$ cat src/rtl/wave_display_multi_if.sv
// wave_display_multi_if
//   Bundles the pixel-scan, sample-RAM and colour-output signals of the
//   multi-channel waveform renderer.
//   Ports (all members):
//     x, y, valid        pixel scan position and visibility
//     read_index, ch_en  buffer select and per-channel enables
//     read_address       shared sample-RAM address (from renderer)
//     read_value         per-channel RAM data, 1 cycle after read_address
//     valid_pixel, r/g/b registered colour output
//   The slave modport is the renderer; the master modport is whoever
//   supplies the scan position and the RAM data.
interface wave_display_multi_if #(
  parameter int NCH      = 2,
  parameter int SAMPLE_W = 8,
  parameter int ADDR_W   = 9
);
  logic [10:0]             x;
  logic [9:0]              y;
  logic                    valid;
  logic                    read_index;
  logic [NCH-1:0]          ch_en;
  logic [ADDR_W-1:0]       read_address;
  logic [NCH*SAMPLE_W-1:0] read_value;
  logic                    valid_pixel;
  logic [7:0]              r;
  logic [7:0]              g;
  logic [7:0]              b;

  modport master (
    output x, y, valid, read_index, ch_en, read_value,
    input  read_address, valid_pixel, r, g, b
  );

  modport slave (
    input  x, y, valid, read_index, ch_en, read_value,
    output read_address, valid_pixel, r, g, b
  );
endinterface

$ cat src/rtl/wave_display_multi.sv
// wave_display_multi
//   Multi-channel waveform renderer for the VGA path. The pixel column is
//   mapped to a shared sample-RAM address; each channel's RAM returns one
//   sample per address. For every pixel a vertical segment is drawn between
//   the channel's previous and current sample. Channel 0 has the highest
//   priority. Buffer index and channel enables are latched at frame start.
//   Ports:
//     clk    system clock
//     reset  synchronous, active-high
//     bus    wave_display_multi_if slave: x/y/valid/read_index/ch_en and
//            read_value in; read_address, valid_pixel, r/g/b out
//   Pixel latency is 2 cycles (address stage, then sample/compare stage).
module wave_display_multi #(
  parameter int              NCH      = 2,
  parameter int              SAMPLE_W = 8,
  parameter int              ADDR_W   = 9,
  parameter int              X_START  = 256,
  parameter int              Y_SHIFT  = 1,
  parameter logic [NCH*24-1:0] CH_COLOR = {24'hFFFF00, 24'h00FFFF}
) (
  input logic                 clk,
  input logic                 reset,
  wave_display_multi_if.slave bus
);

  localparam int WIN_W = 2 ** ADDR_W;
  localparam int WIN_H = 2 ** (SAMPLE_W + Y_SHIFT);
  localparam int SN_W  = ADDR_W - 1;

  // Frame-latched controls
  logic                idx_l_q, idx_l_d;
  logic [NCH-1:0]      en_l_q, en_l_d;

  // Stage 0 (combinational from x/y)
  logic                frame_start;
  logic                idx_eff;
  logic [31:0]         x_ext;
  logic [31:0]         y_ext;
  logic [ADDR_W-1:0]   x_off;
  logic                in_win;
  logic                first;
  logic [SAMPLE_W-1:0] ys;
  logic [ADDR_W-1:0]   addr;

  // Stage 1 registers, aligned with read_value
  logic                s1_in_win_q, s1_in_win_d;
  logic [SAMPLE_W-1:0] s1_ys_q, s1_ys_d;
  logic [ADDR_W-1:0]   s1_addr_q, s1_addr_d;
  logic                s1_first_q, s1_first_d;

  // Per-channel sample tracking
  logic [ADDR_W-1:0]                last_addr_q, last_addr_d;
  logic [NCH-1:0][SAMPLE_W-1:0]     prev_q, prev_d;
  logic [NCH-1:0][SAMPLE_W-1:0]     held_q, held_d;
  logic [NCH-1:0][SAMPLE_W-1:0]     cur;
  logic                             new_s;
  logic [23:0]                      color;

  // Output registers
  logic                valid_pixel_q, valid_pixel_d;
  logic [23:0]         rgb_q, rgb_d;

  // Window geometry and address. On a frame-start cycle the incoming
  // read_index is used directly so the latch does not add a frame of lag.
  always_comb begin
    x_ext       = 32'(bus.x);
    y_ext       = 32'(bus.y);
    x_off       = ADDR_W'(x_ext - 32'(X_START));
    frame_start = bus.valid && (bus.x == '0) && (bus.y == '0);
    idx_eff     = frame_start ? bus.read_index : idx_l_q;
    in_win      = bus.valid
                  && (x_ext >= 32'(X_START))
                  && (x_ext < 32'(X_START + WIN_W))
                  && (y_ext < 32'(WIN_H));
    ys          = SAMPLE_W'(y_ext >> Y_SHIFT);
    first       = in_win && (x_off == '0);
    addr        = '0;
    if (in_win) begin
      addr = {idx_eff, x_off[SN_W:1]};
    end
  end

  assign bus.read_address = addr;

  // Frame latch and stage-0 to stage-1 transfer
  always_comb begin
    idx_l_d     = idx_l_q;
    en_l_d      = en_l_q;
    if (frame_start) begin
      idx_l_d = bus.read_index;
      en_l_d  = bus.ch_en;
    end
    s1_in_win_d = in_win;
    s1_ys_d     = ys;
    s1_addr_d   = addr;
    s1_first_d  = first;
  end

  // Sample tracking and hit test. A new sample is detected when the address
  // moves on from the last in-window cycle. On the first column of a row the
  // previous sample is forced to the current one so the last sample of the
  // preceding row does not draw a full-height wrap line. The hit test uses
  // the updated previous value, so the segment appears on the first pixel
  // of the new sample.
  always_comb begin
    cur         = bus.read_value;
    prev_d      = prev_q;
    held_d      = held_q;
    last_addr_d = last_addr_q;
    color       = '0;
    new_s       = s1_in_win_q && ((s1_addr_q != last_addr_q) || s1_first_q);

    if (s1_in_win_q) begin
      last_addr_d = s1_addr_q;
    end

    if (new_s) begin
      held_d = cur;
      for (int c = 0; c < NCH; c++) begin
        prev_d[c] = s1_first_q ? cur[c] : held_q[c];
      end
    end

    // Walk from the highest channel down so channel 0 wins on overlap.
    for (int c = NCH - 1; c >= 0; c--) begin
      logic [SAMPLE_W-1:0] lo;
      logic [SAMPLE_W-1:0] hi;
      lo = (prev_d[c] < cur[c]) ? prev_d[c] : cur[c];
      hi = (prev_d[c] < cur[c]) ? cur[c] : prev_d[c];
      if (en_l_q[c] && (s1_ys_q >= lo) && (s1_ys_q <= hi)) begin
        color = CH_COLOR[24*c +: 24];
      end
    end

    valid_pixel_d = s1_in_win_q;
    rgb_d         = s1_in_win_q ? color : 24'h000000;
  end

  always_ff @(posedge clk) begin
    if (reset) begin
      idx_l_q       <= 1'b0;
      en_l_q        <= '1;
      s1_in_win_q   <= 1'b0;
      s1_ys_q       <= '0;
      s1_addr_q     <= '0;
      s1_first_q    <= 1'b0;
      last_addr_q   <= '0;
      prev_q        <= '0;
      held_q        <= '0;
      valid_pixel_q <= 1'b0;
      rgb_q         <= '0;
    end else begin
      idx_l_q       <= idx_l_d;
      en_l_q        <= en_l_d;
      s1_in_win_q   <= s1_in_win_d;
      s1_ys_q       <= s1_ys_d;
      s1_addr_q     <= s1_addr_d;
      s1_first_q    <= s1_first_d;
      last_addr_q   <= last_addr_d;
      prev_q        <= prev_d;
      held_q        <= held_d;
      valid_pixel_q <= valid_pixel_d;
      rgb_q         <= rgb_d;
    end
  end

  assign bus.valid_pixel = valid_pixel_q;
  assign bus.r           = rgb_q[23:16];
  assign bus.g           = rgb_q[15:8];
  assign bus.b           = rgb_q[7:0];

endmodule

$ cat src/flat_wrapper.sv
// flat-port wrapper written by rule: the top's interface ports become plain ports
module wave_display_multi_flat 
#(
  parameter int              NCH      = 2,
  parameter int              SAMPLE_W = 8,
  parameter int              ADDR_W   = 9,
  parameter int              X_START  = 256,
  parameter int              Y_SHIFT  = 1,
  parameter logic [NCH*24-1:0] CH_COLOR = {24'hFFFF00, 24'h00FFFF}
)
  (clk, reset, bus_x, bus_y, bus_valid, bus_read_index, bus_ch_en, bus_read_value, bus_read_address, bus_valid_pixel, bus_r, bus_g, bus_b);
  wave_display_multi_if #(.NCH(NCH), .SAMPLE_W(SAMPLE_W), .ADDR_W(ADDR_W)) bus_i ();
  input logic clk;
  input logic reset;
  input wire logic [$bits(bus_i.x)-1:0] bus_x;
  input wire logic [$bits(bus_i.y)-1:0] bus_y;
  input wire logic [$bits(bus_i.valid)-1:0] bus_valid;
  input wire logic [$bits(bus_i.read_index)-1:0] bus_read_index;
  input wire logic [$bits(bus_i.ch_en)-1:0] bus_ch_en;
  input wire logic [$bits(bus_i.read_value)-1:0] bus_read_value;
  output wire logic [$bits(bus_i.read_address)-1:0] bus_read_address;
  output wire logic [$bits(bus_i.valid_pixel)-1:0] bus_valid_pixel;
  output wire logic [$bits(bus_i.r)-1:0] bus_r;
  output wire logic [$bits(bus_i.g)-1:0] bus_g;
  output wire logic [$bits(bus_i.b)-1:0] bus_b;
  assign bus_i.x = bus_x;
  assign bus_i.y = bus_y;
  assign bus_i.valid = bus_valid;
  assign bus_i.read_index = bus_read_index;
  assign bus_i.ch_en = bus_ch_en;
  assign bus_i.read_value = bus_read_value;
  assign bus_read_address = bus_i.read_address;
  assign bus_valid_pixel = bus_i.valid_pixel;
  assign bus_r = bus_i.r;
  assign bus_g = bus_i.g;
  assign bus_b = bus_i.b;
  wave_display_multi #(.NCH(NCH), .SAMPLE_W(SAMPLE_W), .ADDR_W(ADDR_W), .X_START(X_START), .Y_SHIFT(Y_SHIFT), .CH_COLOR(CH_COLOR)) u_core (.clk(clk), .reset(reset), .bus(bus_i));
endmodule
$ cat config.mk
export PLATFORM = sky130hd
export DESIGN_NAME = wave_display_multi_flat
export DESIGN_NICKNAME = d
export VERILOG_FILES = /design/src/rtl/wave_display_multi_if.sv /design/src/rtl/wave_display_multi.sv /design/src/flat_wrapper.sv
export SDC_FILE = /design/constraint.sdc
export NUM_CORES = 1
export LEC_CHECK = 0
export CORE_UTILIZATION = 45
export CTS_BUF_LIST = sky130_fd_sc_hd__clkbuf_8 sky130_fd_sc_hd__clkbuf_16
export CTS_CLUSTER_DIAMETER = 200
export CTS_CLUSTER_SIZE = 14
export DETAILED_ROUTE_END_ITERATION = 10
export HOLD_SLACK_MARGIN = 0.1
export PLACE_DENSITY = 0.7
export SLEW_MARGIN = 20
export SYNTH_ARGS = -nofsm -noshare
export SYNTH_HDL_FRONTEND = slang
export SYNTH_SLANG_ARGS = --single-unit
$ cat constraint.sdc
create_clock -name clk -period 8.35 [get_ports clk]
set_input_delay 1.67 -clock clk [delete_from_list [all_inputs] [get_ports clk]]
set_output_delay 1.67 -clock clk [all_outputs]
set_load 0.03 [all_outputs]
==> results by group, run 1 <==
Finish
  – Finished Cell Area: 5040 um2
  – Share of layout cells above drive strength 1: 4.95%
  – Synth-to-layout area growth: 19.1%
  – Ant. Diodes: 0
  – # nets final: 609

Floorplan
  – Die Ht: 98.9 um
  – Initial Utilization: 46.2%
  – Area of the core: 9150 um2
  – Die W: 98.9 um
  – Core Rows: 35
  – Die ar.: 9790 um2
  – Boundary Pins: 77

Timing
  – FMAX: 167 MHz
  – Layout Skew: 11.2 ps
  – Worst-Margin Slew: 1010 ps
  – Max-slew headroom: 32.4%
  – Unrepaired setup endpoints after global routing: no
  – Final Hold Vio Count: 0
  – Fin. max-slew vios: 0
  – TNS Setup: 0 ps
  – Setup violators final: 0
  – Fin crit share: 71.8%
  – Fin crit period: 5990 ps

Yosys
  – Seq cells post-synth: 67
  – Synthesized cell area: 4230 um2
  – Sequential area share after synthesis: 31.7%
  – Post-Synth Adder-Cell Area: 13.6%
  – Synth cell types: 46
  – Number of synthesized flops with an enable pin: 0
  – Top-area cell type share of the netlist area: 31.7%
  – Post-synthesis mux area share: 13.3%
  – Cell with the most instances after synthesis: dfxtp_1
  – Ys flop type: dfxtp_1
  – Simple-Gate Fraction of Synth Area: 18.3%
  – Warnings from Yosys: 0
  – Top post-synthesis cells by area: dfxtp_1 (32%), ha_1 (14%), mux2i_1 (13%)
  – Commonest cells post-synth: dfxtp_1 (67), mux2i_1 (56), nor2_1 (51), ha_1 (46)
  – Largest family of logic cells by synthesized area: simple AND/OR/NAND/NOR gates
  – Syn nets: 560
  – Syn Inst Count: 471
  – Syn_area_per_cell: 8.98 um2
  – Xor/xnor cell area share of the yosys netlist: 2.07%
  – Synth Area in Compound Gates: 13.2%
  – Yosys top cell by area: dfxtp_1
  – Async SR Flop Fraction: 0%

Clock network
  – Hold_buf cts: 0
  – CTS Buffer Depth: 2
  – Setup repair bufs after CTS: 0
  – H-tree Lvls: 3
  – CTS sink count: 67
  – Clk pin slew, worst setup/hold paths: 70 ps
  – Num CTS Buffers: 9
  – Root Driver: clkbuf_8
  – Later-pin clock latency in the skew report: 350 ps
  – Post-CTS sizing: 0
  – CTS tree: done

Global route
  – Total congestion overflow: 0
  – Largest net degree at the start of global routing: 67
  – Total GRT Usage: 18.6%
  – First-pass GRT wire length: 14500 um
  – Antenna violations before repair: 0
  – Vias in the first global route: 3211

Detailed routing
  – Drt first pass iters: 4
  – 1st-iter DRT viols: 110
  – Detailed Route WL: 8600 um
  – Via Count: 3266
  – Post-route ant nets: 0
  – WL/cell: 13.5 um
  – Post-route DRC violation count: 0
  – Vias per cell: 5.14

Setup path
  – Critical path arrival: 4320 ps
  – Crit Path Class: input port to primary output
  – CP max stage cell: clkdlybuf4s50_1
  – CP max stage delay: 720 ps
  – Cells along the critical path: clkdlybuf4s50_1, or3b_1, or4_1, nor2_2, mux2i_1, nor3_1, clkdlybuf4s50_1
  – Worst path bufs/invs: 2
  – Worst Path Max Fanout: 6
  – Delay-heaviest family, CP: simple AND/OR/NAND/NOR gates
  – Critical path endpoint category: primary output
  – Critical path startpoint category: input port
  – Most frequent CP cell: clkdlybuf4s50_1
  – CP required: 6680 ps

Power and ir drop
  – Sw power: 168 uW
  – Leak pwr: 1.94 nW
  – Net Sw Frac: 26.0%
  – Clock power share: 36.8%
  – Sequential share of power: 50.6%
  – Pwr dens: 128 nW/um2
  – Maximum VDD drop: 0.0927 mV
  – Gate power share: 12.6%
  – Int Power: 477 uW

Placed design
  – Placed Area: 4870 um2
  – GP Congestion: 0.788
  – HPWL Detailed: 6410 um
  – # port buffers: 76

Run status
  – Outcome: finished, final reports clean

Job
  – Maximum Capacitance Violations: 0

Hold path
  – Min-Delay Path Class: register to register
[path summary, 6_finish.rpt]
| check | startpoint | end | slack [ps] | depth (start not counted) |
|---|---|---|---|---|
| worst min-delay path | u_core.held_q[3] | u_core.held_q[3] | 490 | 2 |
| worst max register to register | u_core.last_addr_q[8] | u_core.rgb_q[14] | 3120 | 19 |
| worst max-delay path | bus_valid | bus_read_address[8] | 2360 | 7 |
| worst min register to register | u_core.held_q[3] | u_core.held_q[3] | 490 | 2 |
[power groups by stage]
| stage | Sequential [mW] | Clock (mW) | Combinational, mW |
|---|---|---|---|
| floorplan | 0.333 | 0 | 0.0452 |
| global placement | 0.334 | 0 | 0.0789 |
| detailed placement | 0.334 | 0 | 0.0808 |
| CTS | 0.327 | 0.244 | 0.0816 |
| global route | 0.327 | 0.257 | 0.0911 |
| finish | 0.327 | 0.237 | 0.0810 |
[state kept, by name (all words and copies together) (netlist names)]
register / count
u_core.bus.valid_pixel: 1
u_core.en_l_q: 2
u_core.held_q: 16
u_core.s1_in_win_q: 1
u_core.s1_ys_q: 8
u_core.rgb_q: 3
u_core.s1_addr_q: 9
u_core.last_addr_q: 9
u_core.idx_l_q: 1
u_core.prev_q: 16
u_core.s1_first_q: 1
[logic make-up after synthesis]
logic type | after synthesis
buffers and inverters | 56
XOR/XNOR | 10
AND/OR/NAND/NOR | 151
multiplexers | 56
flip-flops | 67
AO/OA/AOI/OAI | 85
adder cells (fa/ha/maj) | 46
[layout make-up]
type | instances | area, um2
Clock inverter | 6 | 33.8
Fill cell | 842 | 4120
Tap cell | 111 | 139
Sequential cell | 67 | 1340
Timing Repair Buffer | 78 | 771
Inverter | 16 | 60.1
Clock buffer | 10 | 138
Multi-Input combinational cell | 348 | 2550
[worst register-to-register path, delay by kind of cell (launching register included)]
family / cells / cell delay (ps)
AOI/OAI and AO/OA: 11 / 2330
and+or+nand+nor: 4 / 1110
adders and majority gates: 2 / 650
buffers and inverters: 1 / 540
DFF: 1 / 320
xor gates and xnor gates: 1 / 160
[metrics by stage]
stage	setup slack [ps]	std cells	hold slack [ps]	util (%)	power, mW
CTS	2340	636	491	55.0	0.652
global route	2240	636	528	55.0	0.675
floorplan	3100	471	443	-	0.378
finish	2360	636	489	55.0	0.645
global placement	2390	620	463	53.2	0.413
detailed placement	2360	620	473	53.2	0.415
[cell usage in the layout, fill, tap and decap left out, types with 2 or more instances in the layout]
cell type and n:
ha_1 46, o21ai_0 23, xnor2_1 9, clkbuf_8 10
clkdlybuf4s50_1 75, a211oi_1 3, clkinv_2 2, nor2_1 51
inv_1 18, a21o_1 7, o21a_1 5, o2111ai_1 2
and2_1 15, nand2b_1 6, a21oi_1 32, nand2_1 19
buf_4 2, nand4_1 7, nor3_1 4, a211o_1 2
nor2b_1 32, nor3b_1 2, nor4_1 6, nand3_1 2
or2_2 2, mux2i_1 56, dfxtp_1 67
[metal layers]
metal / vias to the layer above / GRT usage [%] / part of all wire [%] / routed length [um]
li1: 1715 / - / - / -
met3: 14 / 4.18 / 3.6 / 313
met5: - / 0 / 0 / 0
met1: 1480 / 22.5 / 47 / 4040
met2: 57 / 32.5 / 48 / 4110
met4: 0 / 6.31 / 1.5 / 132
No activity file was read; power rests on OpenSTA's default activity.
==> run 2: changes to the inputs <==
Settings changed: PLACE_DENSITY 0.7 to 0.73.
Clock period 8.35 ns to 5.3 ns, I/O delays scaled along.
==> results by group, run 2 (synthesis results as in run 1) <==
Run status
  – Outcome: finished, final reports clean (unchanged)

Timing
  – Worst-Margin Slew: 1000 ps (was 1010 ps)
  – Fin. max-slew vios: 0 (unchanged)
  – FMAX: 204 MHz
  – Fin crit period: 4910 ps
  – Max-slew headroom: 33.2% (was 32.4%)
  – Final Hold Vio Count: 0 (unchanged)
  – Unrepaired setup endpoints after global routing: no (unchanged)
  – Fin crit share: 92.7%
  – WHS: 489 ps (about the same)
  – Setup violators final: 0 (unchanged)
  – Layout Skew: 12.8 ps (was 11.2 ps)
  – TNS Setup: 0 ps (unchanged)

Placed design
  – Inst Count DP: 627 (was 620)
  – GP Congestion: 0.785 (was 0.788)
  – Placed Area: 4930 um2 (was 4870 um2)
  – HPWL Detailed: 6800 um (was 6410 um)
  – # port buffers: 76 (unchanged)

Finish
  – # nets final: 616 (was 609)
  – Ant. Diodes: 0 (unchanged)
  – Synth-to-layout area growth: 21.2% (was 19.1%)
  – Commonest non-fill, non-tap cells in the layout: clkdlybuf4s50_1 (75), dfxtp_1 (67), mux2i_1 (56) (unchanged)
  – Finished Cell Area: 5120 um2 (was 5040 um2)
  – Most common cell after layout, fill and taps aside: clkdlybuf4s50_1 (unchanged)
  – Non-Filler Instances: 643 (was 636)
  – Largest regs: u_core.held_q (16), u_core.prev_q (16) (unchanged)
  – Share of layout cells above drive strength 1: 6.58% (was 4.95%)

Global route
  – Total GRT Usage: 19.4% (was 18.6%)
  – Vias in the first global route: 3297 (was 3211)
  – First-pass GRT wire length: 15000 um (was 14500 um)
  – Antenna violations before repair: 0 (unchanged)
  – Total congestion overflow: 0 (unchanged)
  – Largest net degree at the start of global routing: 67 (unchanged)

Detailed routing
  – Vias per cell: 5.28 (was 5.14)
  – DR WL met2: 4370 um (was 4110 um)
  – Via Count: 3394 (was 3266)
  – Met3 wire length: 322 um (was 313 um)
  – Drt first pass iters: 5 (was 4)
  – WL/cell: 13.8 um (was 13.5 um)
  – 1st-iter DRT viols: 105 (was 110)
  – Post-route ant nets: 0 (unchanged)
  – Highest metal used: met4 (unchanged)
  – WL met1: 4020 um (was 4040 um)
  – Detailed Route WL: 8880 um (was 8600 um)
  – Post-route DRC violation count: 0 (unchanged)

Setup path
  – Worst path bufs/invs: 1 (was 2)
  – Crit Path Class: input port to register (was input port to primary output)
  – CP max stage cell: clkdlybuf4s50_1 (unchanged)
  – RR Startpoint: u_core.last_addr_q[4] (was u_core.last_addr_q[8])
  – Delay-heaviest family, CP: compound AO/OA/AOI/OAI gates (was simple AND/OR/NAND/NOR gates)
  – Critical path arrival: 5120 ps (was 4320 ps)
  – Critical path startpoint category: input port (unchanged)
  – CP max stage delay: 540 ps (was 720 ps)
  – Cells along the critical path: clkdlybuf4s50_1, mux2i_1, o21ai_0, ha_1, a21oi_1, nor2b_1, o21ai_0, nand2b_1, a21oi_1, o21ai_4, mux2i_1, ha_1, nor2b_1, o21a_1, o21a_1, o21ai_0, a221oi_1, a211oi_1, nor2_1 (was clkdlybuf4s50_1, or3b_1, or4_1, nor2_2, mux2i_1, nor3_1, clkdlybuf4s50_1)
  – Critical path endpoint category: register (was primary output)
  – Critical path launch point: bus_read_value[5] (was bus_valid)
  – CP required: 5510 ps (was 6680 ps)
  – Worst Path Max Fanout: 6 (unchanged)
  – Most frequent CP cell: o21ai_0 (was clkdlybuf4s50_1)

Clock network
  – Hold_buf cts: 0 (unchanged)
  – CTS sink count: 67 (unchanged)
  – CTS tree: done (unchanged)
  – Post-CTS sizing: 0 (unchanged)
  – Root Driver: clkbuf_8 (unchanged)
  – Setup repair bufs after CTS: 0 (unchanged)
  – Clk pin slew, worst setup/hold paths: 70 ps (about the same)
  – Later-pin clock latency in the skew report: 350 ps (about the same)
  – H-tree Lvls: 3 (unchanged)
  – CTS Buffer Depth: 2 (unchanged)
  – Num CTS Buffers: 9 (unchanged)

Power and ir drop
  – Leak pwr: 1.98 nW (was 1.94 nW)
  – Maximum VDD drop: 0.136 mV (was 0.0927 mV)
  – Pwr dens: 206 nW/um2 (was 128 nW/um2)

Hold path
  – Hold_sp: u_core.held_q[4] (was u_core.held_q[3])
  – Min-Delay Path Class: register to register (unchanged)

Floorplan
  – Die W: 98.9 um (unchanged)
  – Boundary Pins: 77 (unchanged)
  – Initial Utilization: 46.2% (unchanged)
  – Die Ht: 98.9 um (unchanged)
  – Area of the core: 9150 um2 (unchanged)
  – Core Rows: 35 (unchanged)
  – Die ar.: 9790 um2 (unchanged)

Job
  – Maximum Capacitance Violations: 0 (unchanged)
[run 2: final timing paths]
| check | end | slack, ps | depth (start not counted) |
|---|---|---|---|
| max | u_core.rgb_q[22] | 390 | 19 |
| min | u_core.held_q[4] | 490 | 2 |
| max reg2reg | u_core.rgb_q[22] | 430 | 22 |
| min reg2reg | u_core.held_q[4] | 490 | 2 |
[run 2: metrics by stage]
| stage | util, % | setup slack (ps) | power [mW] |
|---|---|---|---|
| 3_3_place_gp | 53.9 | 200 | 0.652 |
| 4_1_cts | 56.0 | 426 | 1.07 |
| 2_1_floorplan | - | 896 | 0.595 |
| 5_1_grt | 56.0 | 67.0 | 1.10 |
| 6_report | 56.0 | 388 | 1.06 |
| 3_5_place_dp | 53.9 | 76.3 | 0.656 |
[run 2: layer usage]
layer  up-vias  track usage [%]
met5         -                0
met1      1582             23.1
met2        67             33.5
met4         0             7.00
met3        12             5.04
li1       1733                -
[run 2: power by group]
| group | switching [mW] | internal [mW] |
|---|---|---|
| clock network | 0.199 | 0.215 |
| logic | 0.0631 | 0.0666 |
| registers | 0.00616 | 0.508 |
[run 2: cell type report]
| cell class | count | area, um2 |
|---|---|---|
| fill | 812 | 4030 |
| multi-input combinational | 348 | 2550 |
| sequential | 67 | 1340 |
| timing repair buffer | 85 | 836 |
| tap | 111 | 139 |
| clock buffer | 9 | 124 |
| clock inverter | 7 | 68.8 |
| inverter | 16 | 60.1 |
[run 2: tightest hold or removal path, delay by kind of cell, from the launching register on]
family | cells | cell delay [ps]
AO/OA/AOI/OAI | 1 | 60
flip-flops | 1 | 330
AND/OR/NAND/NOR | 1 | 70
==> run 3: changes to the inputs <==
Settings changed: MAX_ROUTING_LAYER set to met4.
==> results by group, run 3 (synthesis results as in run 1) <==
Floorplan
  – Initial Utilization: 46.2% (unchanged)
  – Area of the core: 9150 um2 (unchanged)
  – Boundary Pins: 77 (unchanged)
  – Die W: 98.9 um (unchanged)
  – Die Ht: 98.9 um (unchanged)
  – Core Rows: 35 (unchanged)
  – Die ar.: 9790 um2 (unchanged)

Detailed routing
  – WL/cell: 13.8 um (about the same)
  – Via Count: 3394 (unchanged)
  – Drt first pass iters: 4 (was 5)
  – Detailed Route WL: 8870 um (was 8880 um)
  – Post-route DRC violation count: 0 (unchanged)
  – Vias per cell: 5.28 (unchanged)
  – 1st-iter DRT viols: 105 (unchanged)
  – Post-route ant nets: 0 (unchanged)

Setup path
  – Critical path arrival: 5110 ps (was 5120 ps)
  – Worst Path Max Fanout: 6 (unchanged)
  – Cells along the critical path: clkdlybuf4s50_1, mux2i_1, o21ai_0, ha_1, a21oi_1, nor2b_1, o21ai_0, nand2b_1, a21oi_1, o21ai_4, mux2i_1, ha_1, nor2b_1, o21a_1, o21a_1, o21ai_0, a221oi_1, a211oi_1, nor2_1 (unchanged)
  – Most frequent CP cell: o21ai_0 (unchanged)
  – Crit Path Class: input port to register (unchanged)
  – Worst path bufs/invs: 1 (unchanged)
  – CP max stage delay: 540 ps (about the same)
  – Critical path endpoint category: register (unchanged)
  – CP required: 5510 ps (about the same)
  – Delay-heaviest family, CP: compound AO/OA/AOI/OAI gates (unchanged)
  – Critical path startpoint category: input port (unchanged)
  – CP max stage cell: clkdlybuf4s50_1 (unchanged)

Timing
  – Fin crit share: 92.5% (was 92.7%)
  – Fin crit period: 4900 ps (was 4910 ps)
  – Unrepaired setup endpoints after global routing: no (unchanged)
  – TNS Setup: 0 ps (unchanged)
  – Final Hold Vio Count: 0 (unchanged)
  – FMAX: 204 MHz (about the same)
  – Max-slew headroom: 33.9% (was 33.2%)
  – Worst-Margin Slew: 992 ps (was 1000 ps)
  – Setup violators final: 0 (unchanged)
  – Layout Skew: 12.8 ps (about the same)
  – Fin. max-slew vios: 0 (unchanged)
  – Final setup margin: 398 ps (was 388 ps)

Clock network
  – Root Driver: clkbuf_8 (unchanged)
  – Hold_buf cts: 0 (unchanged)
  – Setup repair bufs after CTS: 0 (unchanged)
  – CTS sink count: 67 (unchanged)
  – Num CTS Buffers: 9 (unchanged)
  – CTS tree: done (unchanged)
  – Clk pin slew, worst setup/hold paths: 70 ps (about the same)
  – Later-pin clock latency in the skew report: 350 ps (about the same)
  – Post-CTS sizing: 0 (unchanged)
  – CTS Buffer Depth: 2 (unchanged)
  – H-tree Lvls: 3 (unchanged)

Global route
  – Total GRT Usage: 20.0% (was 19.4%)
  – Total congestion overflow: 0 (unchanged)
  – Antenna violations before repair: 0 (unchanged)
  – Largest net degree at the start of global routing: 67 (unchanged)
  – First-pass GRT wire length: 15000 um (unchanged)
  – Vias in the first global route: 3290 (was 3297)

Finish
  – Commonest non-fill, non-tap cells in the layout: clkdlybuf4s50_1 (75), dfxtp_1 (67), mux2i_1 (56) (unchanged)
  – Synth-to-layout area growth: 21.2% (unchanged)
  – Share of layout cells above drive strength 1: 6.58% (unchanged)
  – Ant. Diodes: 0 (unchanged)
  – # nets final: 616 (unchanged)
  – Largest regs: u_core.held_q (16), u_core.prev_q (16) (unchanged)
  – Final Util: 56.0% (unchanged)
  – Most common cell after layout, fill and taps aside: clkdlybuf4s50_1 (unchanged)

Power and ir drop
  – Leak pwr: 1.98 nW (unchanged)
  – Maximum VDD drop: 0.136 mV (about the same)
  – Pwr dens: 206 nW/um2 (about the same)

Placed design
  – HPWL Detailed: 6800 um (unchanged)
  – DP Worst Slack: 76.3 ps (unchanged)
  – # port buffers: 76 (unchanged)
  – GP Congestion: 0.796 (was 0.785)

Run status
  – Outcome: finished, final reports clean (unchanged)

Job
  – Maximum Capacitance Violations: 0 (unchanged)

Hold path
  – Min-Delay Path Class: register to register (unchanged)
[run 3: power breakdown]
part | leakage (nW) | total (mW) | internal, mW | switching (mW)
combinational | 1.34 | 0.130 | 0.0666 | 0.0631
sequential | 0.542 | 0.514 | 0.508 | 0.00615
clock | 0.0950 | 0.414 | 0.215 | 0.199
[run 3: worst reg2reg max path, cell delays in order, from the launching register on]
cell and delay (ps):
dfxtp_1 330, xnor2_1 180, nand4_1 180, o41ai_4 400, buf_12 300, nand2_1 100
o21ai_0 180, ha_1 330, a21oi_1 130, nor2b_1 50, o21ai_0 150, nand2b_1 130
a21oi_1 330, o21ai_4 180, mux2i_1 230, ha_1 270, nor2b_1 130, o21a_1 160
o21a_1 160, o21ai_0 150, a221oi_1 110, a211oi_1 370, nor2_1 140
[run 3: cell type report]
type	count	area [um2]
fillers	812	4030
multi-input cells	348	2550
flip-flops and latches	67	1340
repair buffers	85	836
well taps	111	139
clock buffers	9	124
clock inverters	7	68.8
inverters	16	60.1
[run 3: per-layer routing]
layer / part of all wire, % / GRT usage, %
met1: 45 / 23.4
met2: 49 / 33.5
met3: 3.7 / 4.68
met4: 1.8 / 7.00
met5: 0 / -
[run 3: final timing paths]
| kind | to | start | slack [ps] | cells after the start |
|---|---|---|---|---|
| setup reg to reg | u_core.rgb_q[22] | u_core.last_addr_q[4] | 440 | 22 |
| setup / recovery | u_core.rgb_q[22] | bus_read_value[5] | 400 | 19 |
| hold reg to reg | u_core.held_q[4] | u_core.held_q[4] | 490 | 2 |
| hold / removal | u_core.held_q[4] | u_core.held_q[4] | 490 | 2 |
[run 3: metrics by stage]
stage | hold slack [ps] | std cells | cell area [um2] | power (mW)
after global routing | 505 | 643 | 5120 | 1.10
after global placement | 464 | 627 | 4930 | 0.652
after floorplan | 443 | 471 | 4230 | 0.595
after detailed placement | 477 | 627 | 4930 | 0.656
after CTS | 495 | 643 | 5120 | 1.07
final | 488 | 643 | 5120 | 1.06
